--- config.mk ---
export PLATFORM = sky130hd
export DESIGN_NAME = booth_radix4_seq_multiplier_flat
export DESIGN_NICKNAME = d
export VERILOG_FILES = /design/src/rtl/booth_radix4_seq_multiplier_pkg.sv /design/src/rtl/booth_radix4_seq_multiplier_if.sv /design/src/rtl/booth_radix4_seq_multiplier_digit.sv /design/src/rtl/booth_radix4_seq_multiplier.sv /design/src/flat_wrapper.sv
export SDC_FILE = /design/constraint.sdc
export NUM_CORES = 1
export LEC_CHECK = 0
export BUFFER_PORTS_ARGS = -buffer_cell sky130_fd_sc_hd__buf_2
export CAP_MARGIN = 10
export CORE_ASPECT_RATIO = 1.2
export CORE_UTILIZATION = 53
export DETAILED_ROUTE_END_ITERATION = 6
export GPL_TIMING_DRIVEN = 0
export HOLD_SLACK_MARGIN = 0.15
export PLACE_DENSITY = 0.76
export SYNTH_ARGS = -nofsm -noshare
export SYNTH_HDL_FRONTEND = slang
export SYNTH_SLANG_ARGS = --single-unit
--- constraint.sdc ---
create_clock -name clk -period 4.7 [get_ports clk]
set_input_delay 0 -clock clk [delete_from_list [all_inputs] [get_ports clk]]
set_output_delay 0 -clock clk [all_outputs]
set_load 0.05 [all_outputs]
--- src/rtl/booth_radix4_seq_multiplier_pkg.sv ---
// rtl/booth_radix4_seq_multiplier_pkg.sv - shared types for the radix-4 Booth multiplier
//
// Purpose: FSM state encoding, Booth digit encoding and the triplet decoder
//          shared by the multiplier top and its digit-select sub-module.
// Ports:   none (package).
package mul_pkg;

  typedef enum logic [1:0] {
    ST_IDLE = 2'd0,
    ST_RUN  = 2'd1,
    ST_DONE = 2'd2
  } state_e;

  typedef enum logic [2:0] {
    DIG_ZERO = 3'd0,
    DIG_P1   = 3'd1,
    DIG_P2   = 3'd2,
    DIG_N1   = 3'd3,
    DIG_N2   = 3'd4
  } digit_e;

  // Bit-pair recoding of {B[2i+1], B[2i], B[2i-1]} into one digit in -2..+2.
  function automatic digit_e booth_decode(input logic [2:0] triplet);
    digit_e dig;
    case (triplet)
      3'b001, 3'b010: dig = DIG_P1;
      3'b011:         dig = DIG_P2;
      3'b100:         dig = DIG_N2;
      3'b101, 3'b110: dig = DIG_N1;
      default:        dig = DIG_ZERO;
    endcase
    return dig;
  endfunction

endpackage

--- src/rtl/booth_radix4_seq_multiplier_if.sv ---
// rtl/booth_radix4_seq_multiplier_if.sv - operand/product handshake bundle
//
// Purpose: groups the input (operands) and output (product) valid/ready
//          channels of the multiplier.
// Ports:   in_valid/in_ready/is_signed/multiplicand/multiplier (operand side),
//          out_valid/out_ready/product (result side).
//          master = producer of operands / consumer of product; slave = multiplier.
interface booth_radix4_seq_multiplier_if #(
  parameter int WIDTH = 32
);
  logic               in_valid;
  logic               in_ready;
  logic               is_signed;
  logic [WIDTH-1:0]   multiplicand;
  logic [WIDTH-1:0]   multiplier;
  logic               out_valid;
  logic               out_ready;
  logic [2*WIDTH-1:0] product;

  modport master (
    output in_valid, is_signed, multiplicand, multiplier, out_ready,
    input  in_ready, out_valid, product
  );

  modport slave (
    input  in_valid, is_signed, multiplicand, multiplier, out_ready,
    output in_ready, out_valid, product
  );
endinterface

--- src/rtl/booth_radix4_seq_multiplier_digit.sv ---
// rtl/booth_radix4_seq_multiplier_digit.sv - Booth digit to signed multiple of A
//
// Purpose: combinational selection of 0, +A, +2A, -A or -2A for one digit.
// Ports:   triplet_i  - {B[2i+1], B[2i], B[2i-1]}
//          a_ext_i    - multiplicand extended to WIDTH+2 bits
//          multiple_o - selected (WIDTH+2)-bit two's-complement multiple
module booth_digit_select
  import mul_pkg::*;
#(
  parameter int WIDTH = 32
) (
  input  logic [2:0]       triplet_i,
  input  logic [WIDTH+1:0] a_ext_i,
  output logic [WIDTH+1:0] multiple_o
);

  logic [WIDTH+1:0] a_x2;

  // The two extension bits guarantee 2A still fits in WIDTH+2 bits.
  assign a_x2 = {a_ext_i[WIDTH:0], 1'b0};

  always_comb begin
    multiple_o = '0;
    case (booth_decode(triplet_i))
      DIG_P1:  multiple_o = a_ext_i;
      DIG_P2:  multiple_o = a_x2;
      DIG_N1:  multiple_o = -a_ext_i;
      DIG_N2:  multiple_o = -a_x2;
      default: multiple_o = '0;
    endcase
  end

endmodule

--- src/rtl/booth_radix4_seq_multiplier.sv ---
// rtl/booth_radix4_seq_multiplier.sv - iterative radix-4 Booth multiplier, one digit per clock
//
// Purpose: signed/unsigned WIDTH x WIDTH -> 2*WIDTH multiply, WIDTH/2+1 cycles
//          per operation, valid/ready on both sides, back-to-back capable.
// Ports:   clk - rising-edge clock
//          clr - asynchronous active-low reset
//          bus - operand/product handshake (slave side)
module booth_radix4_seq_multiplier
  import mul_pkg::*;
#(
  parameter int WIDTH = 32
) (
  input  logic                         clk,
  input  logic                         clr,
  booth_radix4_seq_multiplier_if.slave bus
);

  localparam int ITER = WIDTH / 2 + 1;
  localparam int CW   = $clog2(ITER + 1);
  localparam logic [CW-1:0] LAST_DIGIT = CW'(ITER - 1);

  state_e               state_q, state_d;
  logic [CW-1:0]        cnt_q, cnt_d;
  logic [WIDTH+1:0]     a_q, a_d;
  // B extended to WIDTH+2 bits with the implicit bit -1 appended at the bottom;
  // it shifts right by 2 each digit so the current triplet is always b_q[2:0].
  logic [WIDTH+2:0]     b_q, b_d;
  logic [2*WIDTH+3:0]   acc_q, acc_d;
  logic [2*WIDTH-1:0]   prod_q, prod_d;

  logic                 in_ready;
  logic                 accept;
  logic                 ext_a, ext_b;
  logic [WIDTH+1:0]     multiple;
  logic [WIDTH+1:0]     sum_hi;
  logic [2*WIDTH+3:0]   acc_step;
  logic                 unused_acc_lsbs;

  assign in_ready = (state_q == ST_IDLE) || ((state_q == ST_DONE) && bus.out_ready);
  assign accept   = bus.in_valid && in_ready;
  assign ext_a    = bus.is_signed & bus.multiplicand[WIDTH-1];
  assign ext_b    = bus.is_signed & bus.multiplier[WIDTH-1];

  booth_digit_select #(.WIDTH(WIDTH)) u_digit (
    .triplet_i  (b_q[2:0]),
    .a_ext_i    (a_q),
    .multiple_o (multiple)
  );

  // Add into the upper half, then arithmetic shift right by one digit.
  assign sum_hi   = acc_q[2*WIDTH+3:WIDTH+2] + multiple;
  assign acc_step = {{2{sum_hi[WIDTH+1]}}, sum_hi, acc_q[WIDTH+1:2]};
  assign unused_acc_lsbs = ^acc_q[1:0];

  always_comb begin
    state_d = state_q;
    cnt_d   = cnt_q;
    a_d     = a_q;
    b_d     = b_q;
    acc_d   = acc_q;
    prod_d  = prod_q;

    case (state_q)
      ST_IDLE: ;
      ST_RUN: begin
        acc_d = acc_step;
        b_d   = {{2{b_q[WIDTH+2]}}, b_q[WIDTH+2:2]};
        cnt_d = cnt_q + CW'(1);
        if (cnt_q == LAST_DIGIT) begin
          state_d = ST_DONE;
          prod_d  = acc_step[2*WIDTH-1:0];
        end
      end
      ST_DONE: begin
        if (bus.out_ready) state_d = ST_IDLE;
      end
      default: state_d = ST_IDLE;
    endcase

    // A new accept overrides the DONE->IDLE exit, giving back-to-back issue.
    if (accept) begin
      a_d     = {{2{ext_a}}, bus.multiplicand};
      b_d     = {{2{ext_b}}, bus.multiplier, 1'b0};
      acc_d   = '0;
      cnt_d   = '0;
      state_d = ST_RUN;
    end
  end

  always_ff @(posedge clk or negedge clr) begin
    if (!clr) begin
      state_q <= ST_IDLE;
      cnt_q   <= '0;
      a_q     <= '0;
      b_q     <= '0;
      acc_q   <= '0;
      prod_q  <= '0;
    end else begin
      state_q <= state_d;
      cnt_q   <= cnt_d;
      a_q     <= a_d;
      b_q     <= b_d;
      acc_q   <= acc_d;
      prod_q  <= prod_d;
    end
  end

  assign bus.in_ready  = in_ready;
  assign bus.out_valid = (state_q == ST_DONE);
  assign bus.product   = prod_q;

endmodule

--- src/flat_wrapper.sv ---
// flat-port wrapper written by rule: the top's interface ports become plain ports
module booth_radix4_seq_multiplier_flat import mul_pkg::*;
#(
  parameter int WIDTH = 32
)
  (clk, clr, bus_in_valid, bus_is_signed, bus_multiplicand, bus_multiplier, bus_out_ready, bus_in_ready, bus_out_valid, bus_product);
  booth_radix4_seq_multiplier_if #(.WIDTH(WIDTH)) bus_i ();
  input  logic clk;
  input  logic clr;
  input wire logic [$bits(bus_i.in_valid)-1:0] bus_in_valid;
  input wire logic [$bits(bus_i.is_signed)-1:0] bus_is_signed;
  input wire logic [$bits(bus_i.multiplicand)-1:0] bus_multiplicand;
  input wire logic [$bits(bus_i.multiplier)-1:0] bus_multiplier;
  input wire logic [$bits(bus_i.out_ready)-1:0] bus_out_ready;
  output wire logic [$bits(bus_i.in_ready)-1:0] bus_in_ready;
  output wire logic [$bits(bus_i.out_valid)-1:0] bus_out_valid;
  output wire logic [$bits(bus_i.product)-1:0] bus_product;
  assign bus_i.in_valid = bus_in_valid;
  assign bus_i.is_signed = bus_is_signed;
  assign bus_i.multiplicand = bus_multiplicand;
  assign bus_i.multiplier = bus_multiplier;
  assign bus_i.out_ready = bus_out_ready;
  assign bus_in_ready = bus_i.in_ready;
  assign bus_out_valid = bus_i.out_valid;
  assign bus_product = bus_i.product;
  booth_radix4_seq_multiplier #(.WIDTH(WIDTH)) u_core (.clk(clk), .clr(clr), .bus(bus_i));
endmodule
# After elaboration in Yosys (flattened, before gate mapping)
# Cells that the tools add are included.
# totals
ff_bits	207
latch_bits	0
ram_bits	0
rom_bits	0
input_bits	69
output_inout_bits	66
wordCells	50
memories	0
# op_classes
add_sub_neg	4
multipliers	0
n_div	0
magnitude_cmp	0
eq_ne	16
shifts	0
muxes	12
bitwise_logic	2
reduce_logical	9
# op_table
operator	n
2-to-1 mux 68 bit	2
one-hot mux 34 bit (4 select lines)	1
negation 34 bit	2
2-to-1 mux 35 bit	1
adder 34 bit	1
2-to-1 mux 34 bit	1
equality test 3 x 2 -> 1 bit (second input constant)	4
equality test 3 bit (second input constant)	4
one-hot mux 3 bit (4 select lines)	1
2-to-1 mux 5 bit	2
equality test 3 x 1 -> 1 bit (second input constant)	2
2-to-1 mux 2 bit	3
one-hot mux 2 bit (3 select lines)	1
adder 5 x 1 -> 5 bit (second input constant)	1
equality test 5 bit (second input constant)	1
OR reduction 2 bit	2
inequality test 3 x 1 -> 1 bit (second input constant)	1
inequality test 3 x 2 -> 1 bit (second input constant)	1
AND reduction 3 bit	1
bitwise AND 1 bit	2
equality test 2 x 1 -> 1 bit (second input constant)	1
equality test 2 bit (second input constant)	1
logical AND 1 bit	2
logical NOT 2 bit	1
other kinds (4)	4

# Depth between registers and ports, before layout
# Gate-level depths: netlist of the first run.
# depth
word_depth	8
ltp_mapped	20
mapped_depth_nobuf	20

# Modules after synthesis
# From an unflattened synthesis of the first run, not the netlist that was laid out.
# hier_totals
hier_cells	1301
area_unflattened_um2	11745.0
# modules_own_cells
module	n_inst	cells_each	area_each_um2	seq_area_each_um2
booth_radix4_seq_multiplier	1	980	9665.5	5079.9
booth_digit_select	1	321	2079.5	0.0

# Worst setup path after synthesis of the first run
# Ideal clock, no wire load.
# synth_path
kind	register -> register
start	register u_core.a_q[2]
end	register u_core.prod_q[58], in the netlist u_core.bus.product[58]
setup_ns	0.125
arrival_time_ns	4.528
t_required_ns	4.575
setup_slack_ns	0.047
path_stages_with_launch	19
n_path_buf	0
period_less_slack_ns	4.653
path_cell_list	dfrtp_1 > or3_4 > or3_4 > or2_4 > or4_4 > nor3_2 > xnor2_1 > a31oi_1 > o21ai_0 > ha_1 > and3_1 > and2_1 > a221oi_1 > and4bb_2 > a211oi_1 > or3_1 > a21oi_1 > xnor2_1 > mux2_2
# synth_between
elab_chain_len	3
elab_cells_between_ends	4
cone_classes	3 x add/sub; 1 x mux
# synth_rtl
item	line_no	source
from (decl)	booth_radix4_seq_multiplier.sv:24	logic [WIDTH+1:0] a_q, a_d;
from (signal assigned)	booth_radix4_seq_multiplier.sv:94	a_q <= '0;
from (signal assigned)	booth_radix4_seq_multiplier.sv:101	a_q <= a_d;
negation 34 bit (on tied branches)	booth_radix4_seq_multiplier_digit.sv:27, booth_radix4_seq_multiplier_digit.sv:28	
one-hot mux 34 bit (4 select lines) (*)	booth_radix4_seq_multiplier_digit.sv:24	case (booth_decode(triplet_i))
adder 34 bit (*)	booth_radix4_seq_multiplier.sv:51	assign sum_hi = acc_q[2*WIDTH+3:WIDTH+2] + multiple;
to (signal assigned)	booth_radix4_seq_multiplier.sv:104	prod_q <= prod_d;
to (decl)	booth_radix4_seq_multiplier.sv:29	logic [2*WIDTH-1:0] prod_q, prod_d;
# Every way passes the cells marked *; elsewhere a longest branch is shown, timed or not.
# A chain may end at the register's enable or synchronous reset.

# Final worst setup path of the first run
# Same ends and word-level chain as after synthesis.

==> flow_summary.json, run 1 <==
{
  "status": "finished, violations left",
  "violations": "negative setup slack",
  "regArea_mm2": 0.00508,
  "portBuffers": 134,
  "nets": 1636,
  "crit_arrival_ns": 5.21,
  "ys_types": 73,
  "synth_cells": 1273,
  "antennaDiodeCount": 0,
  "timing.hold.ws_ns": 0.213,
  "syn_area_mm2": 0.0115,
  "finalSetupTns_ns": -0.155,
  "min_period_ns": 4.82,
  "min_period_over_period_pct": 102,
  "antenna_found_initial": 0,
  "wl_um": 33800,
  "critical_path_class": "flop to flop",
  "dpl.cell_count": 1679,
  "ios": 135,
  "fillers": 1564,
  "drt-initial-drc-count": 831,
  "coreArea_mm2": 0.0211,
  "syn_to_final_growth_pct": 26.7,
  "syn_area_per_cell_um2": 9.02,
  "grt_pass1_vias": 10400,
  "synth.yosys.seq_area_share_pct": 44.3,
  "grt_pass1_wl_um": 52600,
  "dp_slack_ns": -0.804,
  "synth-warning-count": 0,
  "clk_latency_ns": 0.52,
  "synthesis.nets": 1379,
  "drive_above_1_share_pct": 21.7,
  "cp-end-kind": "flop",
  "synth-main-ff-cell": "dfrtp_1",
  "fin_cells": 1816,
  "die-width_um": 136,
  "first_pass_iters": 5,
  "slew_viol_final": 0,
  "cts_tree": "done",
  "slew_headroom_pct": 37.8,
  "routedWlPerCell_um": 18.6,
  "rsz0062_at_grt": "yes",
  "dieArea_mm2": 0.0223,
  "hold_class": "input pin to flop",
  "htreeDepth": 1,
  "cts_num_sinks": 203,
  "clk_pin_slew_ns": 0.06,
  "cp_data_required_time_ns": 5.10,
  "route.detailed.drc": 0,
  "dp_hpwl_um": 22400,
  "synth_edf_count": 0,
  "synthArstFlopShare_pct": 100,
  "max_freq_ghz": 0.208,
  "multi_input_area_mm2": 0.00625,
  "cp_max_fo": 4,
  "skew_ns": 0.0126,
  "worst_pin_slew_ns": 0.929,
  "root_buffer": "clkbuf_16",
  "clockBufferDepth": 3,
  "track_usage_pct": 30.1,
  "finalHoldViolations": 0,
  "cap_violations": 0,
  "layout_setup_ws_ns": -0.115,
  "gp_congestion": 0.965,
  "cts_made_buffers": 23,
  "die_h_um": 163,
  "gr-total-overflow": 0,
  "start_util_pct": 54.4,
  "antenna_left": 0,
  "via_per_inst": 5.86,
  "ys_ff_latch": 203,
  "finalSetupViolations": 3,
  "grt_max_degree": 80,
  "row_count": 58,
  "vias": 10600,
  "worst_setup_path_start_kind": "flop"
}
repair_timing:
action / in CTS / in global routing
setup buffers: 13 / 12
setup endpoints to repair: 38 / 30
resized for setup: 32 / 54
hold buffers: 71 / 0
hold endpoints to repair: 198 / 0
pin swaps: 7 / 22
state kept, by name, summed over array words and instances (netlist names):
signal / cells
u_core.acc_q: 64
u_core.bus.product: 64
u_core.a_q: 33
u_core.cnt_q: 5
u_core.b_q: 35
u_core.state_q: 2
layout by cell type (no fill, tap or decap), drive strengths merged, types with 4 or more instances in the layout:
master / Yosys / routed
o211ai: 4 / 4
mux2: 49 / 49
o31ai: 6 / 6
clkinv: 1 / 4
o21ai: 90 / 90
dfrtp: 203 / 203
buf: 20 / 181
xnor2: 46 / 46
or3: 7 / 7
or4: 6 / 6
nor3: 17 / 17
nor2b: 8 / 8
a21boi: 6 / 6
nor4: 8 / 8
and2: 6 / 6
ha: 36 / 36
clkbuf: 62 / 93
nand3: 30 / 30
a31oi: 11 / 11
a22o: 17 / 17
a22oi: 53 / 53
nand2b: 11 / 11
mux2i: 9 / 9
and4: 5 / 5
inv: 25 / 27
clkinvlp: 0 / 5
a221oi: 14 / 14
nor2: 49 / 49
and3: 5 / 5
a21o: 15 / 15
nand2: 313 / 313
o21a: 7 / 7
o221ai: 6 / 6
dlygate4sd3: 0 / 70
a211oi: 7 / 7
a21oi: 60 / 60
xor2: 25 / 25
path summary, 6_finish.rpt:
path	start	depth (start not counted)	slack, ns	to
worst max-delay path	u_core.a_q[2]	18	-0.12	u_core.bus.product[58]
worst min-delay path	bus_multiplicand[27]	4	0.21	u_core.a_q[27]
worst max register to register	u_core.a_q[2]	18	-0.12	u_core.bus.product[58]
worst min register to register	u_core.b_q[9]	2	0.47	u_core.b_q[9]
max in group asynchronous	clr	5	3.36	u_core.a_q[26]
min in group asynchronous	clr	4	0.59	u_core.bus.product[28]
stage by stage:
stage / util, % / area [um2]
2_1_floorplan: - / 11500
3_3_place_gp: 59.1 / 12500
3_5_place_dp: 59.4 / 12600
4_1_cts: 67.4 / 14200
5_1_grt: 68.9 / 14500
6_report: 68.9 / 14500
cell type report:
type	instances	area share (%)
well taps	270	2.32
multi-input cells	961	43.0
inverters	26	0.671
flip-flops and latches	203	34.9
clock buffers	30	4.34
repair buffers	232	11.4
clock inverters	11	0.705
plain buffers	83	2.71
layer usage:
| layer | vias up | GRT usage, % | share of wire, % |
|---|---|---|---|
| met1 | 5150 | 38.7 | 41 |
| li1 | 4995 | - | - |
| met2 | 412 | 50.7 | 49 |
| met5 | - | 0 | 0 |
| met3 | 82 | 4.75 | 6.4 |
| met4 | 0 | 11.7 | 3.4 |
cells by family after synthesis:
kind of cell / Yosys count / synth area share [%]
AOI/OAI and AO/OA: 315 / 17.9
xor gates and xnor gates: 71 / 5.42
adders and majority gates: 37 / 4.10
buffers and inverters: 109 / 4.23
DFF: 203 / 44.3
muxes: 58 / 5.59
and+or+nand+nor: 480 / 18.6
cell usage after synthesis, drive strengths merged, types with 4 or more instances:
cell type	instances	share of area (%)
nand2b	11	0.60
buf	20	1.1
clkbuf	62	2.2
a221oi	14	1.1
and4	5	0.38
o31ai	6	0.39
nand2	313	10
xor2	25	1.9
and2	6	0.33
a21oi	60	2.6
a21o	15	0.98
a211oi	7	0.46
nor3	17	0.83
ha	36	3.9
a22o	17	1.3
dfrtp	203	44
o21ai	90	3.9
a22oi	53	3.5
a31oi	11	0.60
o221ai	6	0.46
nor2b	8	0.44
nand3	30	1.3
and3	5	0.27
xnor2	46	3.5
inv	25	0.82
mux2i	9	0.78
mux2	49	4.8
nor2	49	1.6
o21a	7	0.46
nor4	8	0.57
o211ai	4	0.26
or3	7	0.48
a21boi	6	0.39
or4	6	0.46
critical path: stages, from the launching register on:
cell      delay (ns)
dfrtp_2         0.41
or3_4           0.39
or3_4           0.33
or2_4           0.25
or4_4           0.47
nor3_4          0.16
xnor2_2         0.15
a31oi_1         0.10
o21ai_1         0.18
ha_1            0.30
and3_4          0.19
and2_4          0.16
a221oi_4        0.29
and4bb_2        0.31
a211oi_4        0.10
or3_1           0.36
a21oi_2         0.17
xnor2_2         0.10
mux2_4          0.28
Power of run 1 is left out: the tool's default activity adds up to more than one toggle a clock period on the data nets, which glitch-free logic cannot reach.
==> run 2, diff against run 1 <==
Settings changed: BUFFER_PORTS_ARGS -buffer_cell sky130_fd_sc_hd__buf_2 to -buffer_cell sky130_fd_sc_hd__buf_4.
==> run 2 against run 1 <==
Against the previous run: the run still ends with negative setup slack left; critical path depth stayed put; wire length decreased by 0.57%; register-to-register slack worse by 0.07 ns; core utilization up 1.5 points; cell count down 0.22%; via count down 0.39%; setup slack worse by 0.070 ns; clock skew increased by 0.0067 ns.
==> flow_summary.json, run 2 (same netlist as run 1, synthesis figures left out) <==
{
  "status": "finished, violations left",
  "violations": "negative setup slack",
  "finalSetupTns_ns": -0.714,
  "min_period_ns": 4.89,
  "slew_viol_final": 0,
  "antenna_left": 0,
  "clk_latency_ns": 0.52,
  "whs_path_depth": 4,
  "dpl.cell_count": 1678,
  "syn_to_final_growth_pct": 29.5,
  "worst_pin_slew_ns": 0.942,
  "dp_hpwl_um": 22400,
  "r2r_start": "u_core.a_q[0]",
  "wl_um": 33700,
  "fillers": 1602,
  "max_freq_ghz": 0.205,
  "via_per_inst": 5.85,
  "track_usage_pct": 30.1,
  "grt_max_degree": 121,
  "min_period_over_period_pct": 104,
  "cap_violations": 0,
  "rsz0062_at_grt": "yes",
  "vias": 10600,
  "grt_pass1_vias": 10400,
  "finalSetupViolations": 8,
  "antennaDiodeCount": 0,
  "cp_max_fo": 4,
  "cp_data_required_time_ns": 5.09,
  "routedWlPerCell_um": 18.6,
  "hold_class": "input pin to flop",
  "portBuffers": 134,
  "hold_path_end": "u_core.a_q[5]",
  "root_buffer": "clkbuf_16",
  "cts_tree": "done",
  "crit_arrival_ns": 5.27,
  "drive_above_1_share_pct": 21.6,
  "die_h_um": 163,
  "crit_start": "u_core.a_q[0]",
  "cp-end-kind": "flop",
  "route.detailed.drc": 0,
  "r2r_end": "u_core.bus.product[58]",
  "grt_pass1_wl_um": 52700,
  "timing.hold.ws_ns": 0.227,
  "critical_path_class": "flop to flop",
  "fin_cells": 1812,
  "rr_worst_depth": 18,
  "worst_setup_path_start_kind": "flop",
  "antenna_found_initial": 1,
  "clk_pin_slew_ns": 0.06,
  "gr-total-overflow": 0,
  "finalHoldViolations": 0,
  "slew_headroom_pct": 36.9,
  "gp_congestion": 0.965,
  "cts_num_sinks": 203,
  "dp_slack_ns": -0.771,
  "layout_common_cells": "311 x nand2_1, 201 x dfrtp_1, 163 x buf_4",
  "skew_ns": 0.0193,
  "ios": 135,
  "layout_setup_ws_ns": -0.186,
  "hp-start": "bus_multiplicand[5]",
  "clockBufferDepth": 3,
  "cts_made_buffers": 22,
  "start_util_pct": 54.4,
  "drt-initial-drc-count": 930,
  "reg2reg_slack_ns": -0.19,
  "die-width_um": 136,
  "coreArea_mm2": 0.0211,
  "first_pass_iters": 7,
  "nets": 1632,
  "htreeDepth": 1,
  "row_count": 58,
  "dieArea_mm2": 0.0223,
  "layout_commonest_cell": "nand2_1"
}
## run 2: changes by cell type in the layout (fill, tap and decap cells not counted), moves of 2 or more
cell,change
buf_4,+133
buf_2,-132
ha_2,-4
a21oi_2,-3
clkbuf_1,-3
ha_1,+3
a21oi_4,+2
clkbuf_8,+2
clkinvlp_4,-2
o21ai_1,-2
o21ai_2,+2
## run 2: through the flow
step	utilization, %	area (um2)
global route	70.4	14900
CTS	69.1	14600
finish	70.4	14900
floorplan	-	11500
global placement	60.7	12800
detailed placement	60.9	12900
## run 2: repair_timing
action	CTS	global route
hold buffers	70	0
setup buffers	13	12
resized for setup	35	45
setup endpoints to repair	37	29
endpoints found under the hold margin	271	0
pin swaps	10	22
## run 2: how the worst max path moves through the flow
stage,to,cells past startpoint
6_report,u_core.bus.product[58],18
5_1_grt,u_core.bus.product[58],18
4_1_cts,u_core.bus.product[58],18
3_5_place_dp,u_core.bus.product[58],20
3_3_place_gp,u_core.bus.product[58],20
2_1_floorplan,u_core.bus.product[58],18
## run 2: worst max-delay path, cell delays in order, from the launching register on
cell,delay (ns)
dfrtp_1,0.40
or3_4,0.40
or3_4,0.33
or2_4,0.25
or4_4,0.47
nor3_4,0.17
xnor2_2,0.14
a31oi_1,0.09
o21ai_1,0.17
ha_1,0.29
and3_4,0.19
and2_4,0.16
a221oi_4,0.31
and4bb_2,0.31
a211oi_4,0.09
or3_4,0.41
a21oi_4,0.18
xnor2_2,0.10
mux2_4,0.27
## run 2: layout make-up
| class | instances | area [um2] | share of cell area, % |
|---|---|---|---|
| Multi-Input combinational cell | 961 | 6250 | 42.0 |
| Sequential cell | 203 | 5080 | 34.2 |
| Timing Repair Buffer | 230 | 1950 | 13.1 |
| Clock buffer | 30 | 652 | 4.39 |
| Buffer | 82 | 388 | 2.61 |
| Tap cell | 270 | 338 | 2.27 |
| Clock inverter | 10 | 111 | 0.749 |
| Inverter | 26 | 97.6 | 0.657 |
## run 2: routing by layer
| metal | part of all wire (%) | vias to the layer above | track usage [%] | wire length (um) |
|---|---|---|---|---|
| li1 | - | 4969 | - | - |
| met1 | 41 | 5124 | 38.2 | 13900 |
| met2 | 49 | 413 | 51.3 | 16500 |
| met3 | 6.9 | 90 | 5.74 | 2310 |
| met4 | 2.8 | 2 | 9.49 | 949 |
| met5 | 0.13 | - | 0 | 43 |
Power of run 2 is left out for the same reason.
